==> src/rtl/sauria_eoc_pkg.sv <==
// Shared types and helpers for the SAURIA end-of-computation monitor.
// The monitor waits on several completion mailboxes and reports one verdict.
package sauria_eoc_pkg;

  typedef enum logic [1:0] {
    IDLE = 2'd0,
    RUN  = 2'd1,
    DONE = 2'd2
  } eoc_state_e;

  localparam int EocMaxCodeWidth = 64;
  localparam logic [EocMaxCodeWidth-1:0] EocTimeoutCode = '1;

  // Mailbox word layout: bit0 is the EOC flag, the upper bits carry the exit code.
  function automatic logic [EocMaxCodeWidth-1:0] eoc_extract_code(
    input logic [EocMaxCodeWidth-1:0] word
  );
    return word >> 1;
  endfunction

endpackage

==> src/rtl/sauria_eoc_watchdog.sv <==
// Watchdog for the EOC monitor: counts down while running and reloads on heartbeat.
// A reload value of zero keeps the counter at zero, so it never expires.
module sauria_eoc_watchdog #(
  parameter int TimeoutWidth = 32
) (
  input  logic                    clk_i,
  input  logic                    rst_i,
  input  logic                    load_i,
  input  logic [TimeoutWidth-1:0] load_val_i,
  input  logic                    run_i,
  input  logic                    reload_i,
  output logic                    expire_o
);

  logic [TimeoutWidth-1:0] cnt_q, cnt_d;
  logic [TimeoutWidth-1:0] rld_q, rld_d;

  always_comb begin
    cnt_d = cnt_q;
    rld_d = rld_q;
    if (load_i) begin
      cnt_d = load_val_i;
      rld_d = load_val_i;
    end else if (run_i) begin
      if (reload_i) begin
        cnt_d = rld_q;
      end else if (cnt_q != '0) begin
        cnt_d = cnt_q - TimeoutWidth'(1);
      end
    end
  end

  assign expire_o = run_i & ~reload_i & (cnt_q == TimeoutWidth'(1));

  always_ff @(posedge clk_i) begin
    if (rst_i) begin
      cnt_q <= '0;
      rld_q <= '0;
    end else begin
      cnt_q <= cnt_d;
      rld_q <= rld_d;
    end
  end

endmodule

==> src/rtl/sauria_eoc_monitor.sv <==
// Multi-channel end-of-computation monitor: collects per-channel EOC words,
// runs a heartbeat watchdog and aggregates one registered done/exit-code verdict.
module sauria_eoc_monitor
  import sauria_eoc_pkg::*;
#(
  parameter int NumChannels  = 4,
  parameter int CodeWidth    = 32,
  parameter int TimeoutWidth = 32,
  parameter int IdxWidth     = (NumChannels > 1) ? $clog2(NumChannels) : 1
) (
  input  logic                             clk_i,
  input  logic                             rst_i,
  input  logic                             arm_i,
  input  logic [NumChannels-1:0]           chan_en_i,
  input  logic [TimeoutWidth-1:0]          timeout_cycles_i,
  input  logic [NumChannels-1:0]           wr_valid_i,
  input  logic [NumChannels*CodeWidth-1:0] wr_data_i,
  output logic [NumChannels-1:0]           wr_ready_o,
  output logic                             busy_o,
  output logic                             done_o,
  output logic                             timeout_o,
  output logic [CodeWidth-1:0]             exit_code_o,
  output logic [IdxWidth-1:0]              fail_idx_o,
  output logic [NumChannels-1:0]           chan_done_o
);

  eoc_state_e              state_q, state_d;
  logic [NumChannels-1:0]  en_q, en_d;
  logic [NumChannels-1:0]  chan_done_q, chan_done_d;
  logic [CodeWidth-1:0]    code_q [NumChannels];
  logic [CodeWidth-1:0]    code_d [NumChannels];
  logic [CodeWidth-1:0]    exit_code_q, exit_code_d;
  logic [IdxWidth-1:0]     fail_idx_q, fail_idx_d;
  logic                    timeout_q, timeout_d;

  logic [NumChannels-1:0]  ready, xfer, hb;
  logic                    arm_ok, running, all_done, expire;
  logic [CodeWidth-1:0]    sel_code;
  logic [IdxWidth-1:0]     sel_idx;

  assign running = (state_q == RUN);
  assign arm_ok  = arm_i & (state_q != RUN);
  assign ready   = running ? (en_q & ~chan_done_q) : '0;
  assign xfer    = wr_valid_i & ready;

  always_comb begin
    chan_done_d = chan_done_q;
    hb          = '0;
    for (int i = 0; i < NumChannels; i++) begin
      code_d[i] = code_q[i];
      if (xfer[i]) begin
        if (wr_data_i[i*CodeWidth]) begin
          chan_done_d[i] = 1'b1;
          code_d[i] = CodeWidth'(eoc_extract_code(
                        EocMaxCodeWidth'(wr_data_i[i*CodeWidth +: CodeWidth])));
        end else begin
          hb[i] = 1'b1;
        end
      end
    end
  end

  assign all_done = ((chan_done_d & en_q) == en_q);

  // Scan high-to-low so the lowest enabled channel with a nonzero code wins.
  always_comb begin
    sel_code = '0;
    sel_idx  = '0;
    for (int i = NumChannels - 1; i >= 0; i--) begin
      if (en_q[i] && (code_d[i] != '0)) begin
        sel_code = code_d[i];
        sel_idx  = IdxWidth'(i);
      end
    end
  end

  sauria_eoc_watchdog #(
    .TimeoutWidth (TimeoutWidth)
  ) u_watchdog (
    .clk_i      (clk_i),
    .rst_i      (rst_i),
    .load_i     (arm_ok),
    .load_val_i (timeout_cycles_i),
    .run_i      (running),
    .reload_i   (|hb),
    .expire_o   (expire)
  );

  always_comb begin
    state_d     = state_q;
    en_d        = en_q;
    exit_code_d = exit_code_q;
    fail_idx_d  = fail_idx_q;
    timeout_d   = timeout_q;
    if (arm_ok) begin
      en_d        = chan_en_i;
      exit_code_d = '0;
      fail_idx_d  = '0;
      timeout_d   = 1'b0;
      state_d     = (chan_en_i == '0) ? DONE : RUN;
    end else if (running) begin
      // Completion takes precedence over a watchdog expiry in the same cycle.
      if (all_done) begin
        state_d     = DONE;
        exit_code_d = sel_code;
        fail_idx_d  = sel_idx;
      end else if (expire) begin
        state_d     = DONE;
        exit_code_d = EocTimeoutCode[CodeWidth-1:0];
        timeout_d   = 1'b1;
      end
    end
  end

  always_ff @(posedge clk_i) begin
    if (rst_i) begin
      state_q     <= IDLE;
      en_q        <= '0;
      chan_done_q <= '0;
      exit_code_q <= '0;
      fail_idx_q  <= '0;
      timeout_q   <= 1'b0;
      for (int i = 0; i < NumChannels; i++) code_q[i] <= '0;
    end else begin
      state_q     <= state_d;
      en_q        <= en_d;
      exit_code_q <= exit_code_d;
      fail_idx_q  <= fail_idx_d;
      timeout_q   <= timeout_d;
      if (arm_ok) begin
        chan_done_q <= '0;
        for (int i = 0; i < NumChannels; i++) code_q[i] <= '0;
      end else begin
        chan_done_q <= chan_done_d;
        for (int i = 0; i < NumChannels; i++) code_q[i] <= code_d[i];
      end
    end
  end

  assign wr_ready_o  = ready;
  assign busy_o      = running;
  assign done_o      = (state_q == DONE);
  assign timeout_o   = timeout_q;
  assign exit_code_o = exit_code_q;
  assign fail_idx_o  = fail_idx_q;
  assign chan_done_o = chan_done_q;

endmodule
==> config.mk <==
export PLATFORM = sky130hd
export DESIGN_NAME = sauria_eoc_monitor
export DESIGN_NICKNAME = d
export VERILOG_FILES = /design/src/rtl/sauria_eoc_pkg.sv /design/src/rtl/sauria_eoc_watchdog.sv /design/src/rtl/sauria_eoc_monitor.sv
export SDC_FILE = /design/constraint.sdc
export NUM_CORES = 1
export LEC_CHECK = 0
export BUFFER_PORTS_ARGS = -buffer_cell sky130_fd_sc_hd__buf_4
export CORE_MARGIN = 4
export CORE_UTILIZATION = 25
export CTS_BUF_LIST = sky130_fd_sc_hd__clkbuf_2 sky130_fd_sc_hd__clkbuf_4 sky130_fd_sc_hd__clkbuf_8
export CTS_CLUSTER_DIAMETER = 100
export CTS_CLUSTER_SIZE = 14
export DETAILED_ROUTE_END_ITERATION = 8
export PLACE_DENSITY_LB_ADDON = 0.08
export SLEW_MARGIN = 0
export SYNTH_ARGS = -nofsm -noshare
export SYNTH_HDL_FRONTEND = slang
export SYNTH_HIERARCHICAL = 1
export SYNTH_SLANG_ARGS = --single-unit
==> constraint.sdc <==
create_clock -name clk_i -period 2.52 [get_ports clk_i]
set_input_delay 0.252 -clock clk_i [delete_from_list [all_inputs] [get_ports clk_i]]
set_output_delay 0.252 -clock clk_i [all_outputs]
set_load 0.05 [all_outputs]
==> flow_summary.toml, run 1 <==
[logic_synthesis]
synth-simple-area-share = 0.197
synth_top_area_share = 0.224
synth_xor_area_frac = 0.00341
synth_top_family_by_area = "compound AO/OA/AOI/OAI gates"
synthAdderAreaFrac = 0.00195
ys_ff_latch = 237
seq_area_frac_synth = 0.444
ys_top_cells_by_area = "edfxtp_1 (22%), dfxtp_1 (22%), mux2i_1 (6.2%)"
synth-edff-count = 96
synth_top_area_cell = "edfxtp_1"
synth_compound_area_frac = 0.240
yosys_warnings = 6
yosysMostFrequentCell = "nand2_1"
synthArstFlopShare = 0
ys.flop_type = "dfxtp_1"
syn_avg_cell_area_um2 = 8.81
synth_cells = 1459
ys_top_cells_by_count = "nand2_1 (168), a21oi_1 (155), nor2_1 (146)"
syn_area_mm2 = 0.0129
synth_cell_types = 83
synthMuxAreaShare = 0.0615

[placement]
portBuffers = 215
gp_congestion = 0.828
place_inst = 2457
dp_hpwl_um = 41500
pre_cts_slack_ns = -0.0618

[setup_path]
critical-path-slowest-cell = "or4_4"
ff2ff_path_depth = 8
path_buf_inv = 2
r2r-start = "code_q[0][22]"
startpoint_type = "input port"
path_class = "input port to flop"
path_delay_family = "simple AND/OR/NAND/NOR gates"
required_ns = 3.04
cp_cell_sequence = "dlygate4sd3_1 > buf_4 > nor4_1 > nand3_1 > or4_4 > a311oi_1 > o21ai_1 > a21oi_2"
max_stage_delay_ns = 0.78
reg2reg_to = "exit_code_o[20]"
crit_path_max_fanout = 33
endpoint_kind = "flop"
crit_cells = 8
worstPathArrival_ns = 2.99
r2r_slack_ns = 0.13

[detailed_routing]
first_iter_violations = 1059
viasPerCell = 5.04
dr.pass1.iters = 6
ant_nets = 0
vias = 13000
wl_um = 55000
routedWlPerCell_um = 21.4
drc = 0

[timing]
skew_ns = 0.0205
setup_violations = 0
period_minus_slack_ns = 2.48
max_slew_margin = 0.616
tightest_slew_ns = 0.559
post-route-period-util = 0.984
final-hold-violation-count = 0
rsz0062_at_grt = "true"
fmax_mhz = 403
slew_violations = 0
setup_slack_ns = 0.0411

[global_routing]
grt_max_degree = 51
first_global_vias = 13000
track_usage = 0.189
grt_pass1_wl_um = 81900
overflow = 0
antenna_found_initial = 4

[floorplanning]
io_pins = 216
die_w_um = 235
die_y_um = 235
dieArea_mm2 = 0.0551
core_mm2 = 0.0505
fp-row-count = 82
start_util = 0.255

[min_path]
min_from = "wr_data_i[27]"
min_to = "code_q[0][26]"
worstHoldPathType = "input port to flop"
min_path_cells = 3

[clocking]
cts_buffers = 20
htree_num_levels = 1
clock_latency_ns = 0.59
clockBufferDepth = 3
path_clk_slew_ns = 0.11
cts.sinks = 237
cts_tree = "done"
cts_root_buf = "clkbuf_8"

[power]
total_power_mw = 8.96
power_density_mw_per_mm2 = 504
ir_drop_mv = 0.276
leakage_nw = 7.15

[run_status]
outcome = "finished clean"

[finish]
fill_cells = 5331
area_growth_pct = 38.2
layout-drive-gt1-share = 0.242
fin_nets = 2061
stdcell_count = 2573

[flow_run]
max-cap-violations = 0
## worst register-to-register path, delay by kind of cell, from the launching register on
kind | cells | cell delay, ns
simple gates | 3 | 0.86
flops | 1 | 0.47
compound gates | 3 | 0.61
buf+inv | 2 | 0.38
## sequential cells by signal, summed over array words and instances, names as in the netlist, 2 cells and up
signal	count
exit_code_o	32
code_q	128
u_watchdog/cnt_q	32
state_q	2
chan_done_o	4
fail_idx_o	2
u_watchdog/rld_q	32
en_q	4
## area by class of cell
class | instances | area [µm²] | share of cell area
Multi-Input combinational cell | 1168 | 7070 | 0.398
Sequential cell | 237 | 5710 | 0.322
Clock buffer | 34 | 387 | 0.0218
Inverter | 29 | 113 | 0.00634
Antenna cell | 1 | 2.50 | 0.000141
Tap cell | 672 | 841 | 0.0473
Timing Repair Buffer | 432 | 3640 | 0.205
## report_power, final
group          switching (mW)  internal [mW]  leakage (nW)  total, mW
Combinational            1.25          0.935          4.80       2.19
Sequential              0.162           4.21          2.14       4.37
Clock                    1.44          0.967         0.211       2.41
Total                    2.86           6.11          7.15       8.96
## through the flow
step / util / area, µm² / TNS (ns) / hold WS [ns]
after floorplan: - / 13300 / -0.119 / 0.321
after global placement: 0.324 / 16400 / -0.0284 / 0.449
after detailed placement: 0.324 / 16400 / -0.115 / 0.452
after CTS: 0.347 / 17500 / 0 / 0.00121
after global routing: 0.352 / 17800 / -0.0280 / 0.0441
final: 0.352 / 17800 / 0 / 0.0463
## cell families after synthesis
family	Yosys count
compound gates	466
mux	79
other cells	1
fa+ha+maj	2
flops	237
buf+inv	149
xor+xnor	5
simple gates	520
## worst max path at each step
stage,startpoint,end,slack [ns]
6_report,wr_data_i[67],exit_code_o[16],0.04
3_5_place_dp,state_q[0],exit_code_o[26],-0.06
2_1_floorplan,state_q[0],exit_code_o[13],-0.01
3_3_place_gp,state_q[0],exit_code_o[15],-0.03
4_1_cts,state_q[0],exit_code_o[16],0.01
5_1_grt,state_q[0],exit_code_o[25],-0.02
## layer usage
| metal | GRT usage | part of all wire |
|---|---|---|
| met1 | 0.253 | 0.44 |
| met2 | 0.318 | 0.48 |
| met3 | 0.0285 | 0.050 |
| met4 | 0.0523 | 0.031 |
| met5 | 0 | 0.00071 |
## repair_timing
item	4_1_cts	5_1_grt
gates cloned	0	1
endpoints found under the hold margin	94	0
setup buffers	0	3
pin swaps	1	2
endpoints found under the setup margin	11	50
gates resized for setup	1	36
hold buffers	77	0
## cell usage in the layout, fill, tap and decap left out, drive strengths merged, types with 36 or more instances in the layout
cell type	instances
a21oi	162
buf	354
conb	96
dfxtp	141
dlygate4sd3	77
edfxtp	96
mux2i	79
nand2	168
nor2	146
nor4	70
o211ai	36
o21ai	88
Note: power is estimated with default switching activity, not from simulation.
==> run 2: changes to the inputs <==
ABC_AREA = 1   (was default)
==> flow_summary.toml, run 2 <==
[clocking]
clock_latency_ns = 0.60
cts_root_buf = "clkbuf_8"
htree_num_levels = 1
cts_tree = "done"
path_clk_slew_ns = 0.11
cts.sinks = 237
cts_buffers = 21
clockBufferDepth = 3

[timing]
fmax_mhz = 380
rsz0062_at_grt = "true"
skew_ns = 0.0245
final-hold-violation-count = 0
post-route-period-util = 1.04
setup_slack_ns = -0.113
period_minus_slack_ns = 2.63
setup_violations = 46
holdWs_ns = 0.120
slew_violations = 0

[detailed_routing]
first_iter_violations = 1132
ant_nets = 0
viasPerCell = 4.54
vias = 17500
drc = 0
dr.pass1.iters = 5
wl_um = 66300
routedWlPerCell_um = 17.1

[placement]
pre_cts_slack_ns = -0.289
gp_congestion = 0.932
portBuffers = 215
place_area_mm2 = 0.0201
dp_hpwl_um = 48200

[floorplanning]
die_w_um = 256
die_y_um = 256
fp-row-count = 90
core_mm2 = 0.0607
io_pins = 216
dieArea_mm2 = 0.0657
start_util = 0.254

[logic_synthesis]
yosys_warnings = 6
synth_cell_types = 42
synthAdderAreaFrac = 0.00162
synth_compound_area_frac = 0.101
synth_top_family_by_area = "simple AND/OR/NAND/NOR gates"
synth_top_area_share = 0.240
yosysMostFrequentCell = "nand2_1"
syn_area_mm2 = 0.0154
ys.flop_type = "dfxtp_1"
synth_xor_area_frac = 0.00114
synth-simple-area-share = 0.411
ys_ff_latch = 237
syn_avg_cell_area_um2 = 6.09
ys_top_cells_by_count = "nand2_1 (987), nor2_1 (267), nand3_1 (261)"
synth_top_area_cell = "nand2_1"
synth-edff-count = 96
synthArstFlopShare = 0
ys_top_cells_by_area = "nand2_1 (24%), edfxtp_1 (19%), dfxtp_1 (18%)"
synth_cells = 2533
synthMuxAreaShare = 0
seq_area_frac_synth = 0.370

[power]
swShare = 0.364
pwr-share-clk = 0.240
power_frac_comb = 0.329
leakage_nw = 11.3
p_sw_mw = 3.73
ir_drop_mv = 0.373
seqPwrFrac = 0.431
power_density_mw_per_mm2 = 456
total_power_mw = 10.2
p_int_mw = 6.52

[finish]
layout_commonest_cell = "nand2_1"
area_growth_pct = 45.8
largest_register_ffs = 128
layout-drive-gt1-share = 0.269
stdcell_area_mm2 = 0.0225
layout_common_cells = "nand2_1 (913), buf_4 (461), nand3_1 (242), nor2_1 (233), inv_1 (194)"
fin_nets = 3245
largest-register = "code_q"

[min_path]
worstHoldPathType = "input port to flop"
min_path_cells = 5

[setup_path]
endpoint_kind = "flop"
required_ns = 3.03
worstPathArrival_ns = 3.14
crit_path_max_fanout = 7
path_class = "flop to flop"
ff2ff_path_depth = 19
startpoint_type = "flop"

[flow_run]
max-cap-violations = 0

[run_status]
violations = "setup timing"
outcome = "finished with violations"

[global_routing]
grt_pass1_wl_um = 97000
overflow = 0
grt_max_degree = 53
antenna_found_initial = 1
first_global_vias = 16800
track_usage = 0.185
==> run 2: cell types whose count changed in the layout (fill, tap and decap cells not counted), moves of 36 or more <==
cell / delta
nand2_1: +746
nor4_1: -62
dlygate4sd3_1: -41
mux2i_1: -79
clkinv_1: +51
nand2_2: +74
nor2_1: +88
buf_4: +122
nand3_1: +226
o21ai_0: +36
inv_1: +168
a21oi_1: -40
==> run 2: through the flow <==
step | utilization | setup TNS (ns) | std cells
6_report | 0.370 | -2.96 | 3867
5_1_grt | 0.370 | -11.43 | 3867
4_1_cts | 0.349 | -2.08 | 3825
3_5_place_dp | 0.331 | -13.40 | 3749
3_3_place_gp | 0.331 | -14.30 | 3749
2_1_floorplan | - | -1.94 | 2628
==> run 2: worst paths after layout <==
kind	from	end	slack, ns
hold reg to reg	u_watchdog/rld_q[1]	u_watchdog/rld_q[1]	0.46
setup / recovery	state_q[1]	exit_code_o[12]	-0.11
hold / removal	wr_data_i[63]	code_q[1][30]	0.12
setup reg to reg	state_q[1]	exit_code_o[12]	-0.11
==> run 2: final cells by class <==
cell class / count / area (µm²)
diodes: 2 / 5.00
repair inverters: 3 / 38.8
repair buffers: 563 / 5080
clock inverters: 3 / 17.5
fillers: 6596 / 38200
clock buffers: 31 / 377
multi-input cells: 1954 / 9140
well taps: 782 / 978
flip-flops and latches: 237 / 5720
inverters: 292 / 1120
==> run 2: power groups by stage <==
stage                     Sequential [mW]  Clock (mW)  Combinational [mW]
after floorplan                      4.51           0                1.65
after global placement               4.49           0                2.88
final                                4.41        2.46                3.37
after detailed placement             4.49           0                2.88
after CTS                            4.40        2.60                3.00
after global routing                 4.44        2.72                3.72
==> run 2: timing repair <==
item | CTS | global route
setup buffers | 4 | 18
endpoints found under the setup margin | 69 | 67
pin swaps | 6 | 35
gates resized for setup | 44 | 248
endpoints found under the hold margin | 47 | 0
cloned | 3 | 23
hold buffers | 36 | 0
==> run 2: logic make-up (layout without fill, tap and decap cells) <==
group / count (synthesis) / count (layout)
simple gates: 1555 / 1558
flops: 237 / 237
buf+inv: 440 / 892
compound gates: 296 / 296
other cells: 1 / 98
xor+xnor: 2 / 2
fa+ha+maj: 2 / 2
==> run 2: critical path, cell delays in order (launching register included) <==
cell and delay [ns]:
dfxtp_2 0.36, buf_6 0.10, nor2_4 0.04, nand3_4 0.13
buf_6 0.14, o22ai_4 0.08, a31oi_4 0.25, o21ai_4 0.10
inv_2 0.08, nand2_2 0.05, nor2_1 0.08, nand3_1 0.11
nor2_4 0.11, nor4b_4 0.21, nand2_2 0.11, nand2_4 0.12
buf_12 0.13, buf_12 0.13, o21ai_1 0.06, a21oi_1 0.14
==> run 2: layer usage <==
layer / wire length, µm / global-route usage / up-vias
met5: 0 / 0 / -
met4: 1210 / 0.0338 / 0
met3: 3130 / 0.0280 / 55
met2: 31400 / 0.317 / 363
met1: 30600 / 0.251 / 8206
li1: - / - / 8916
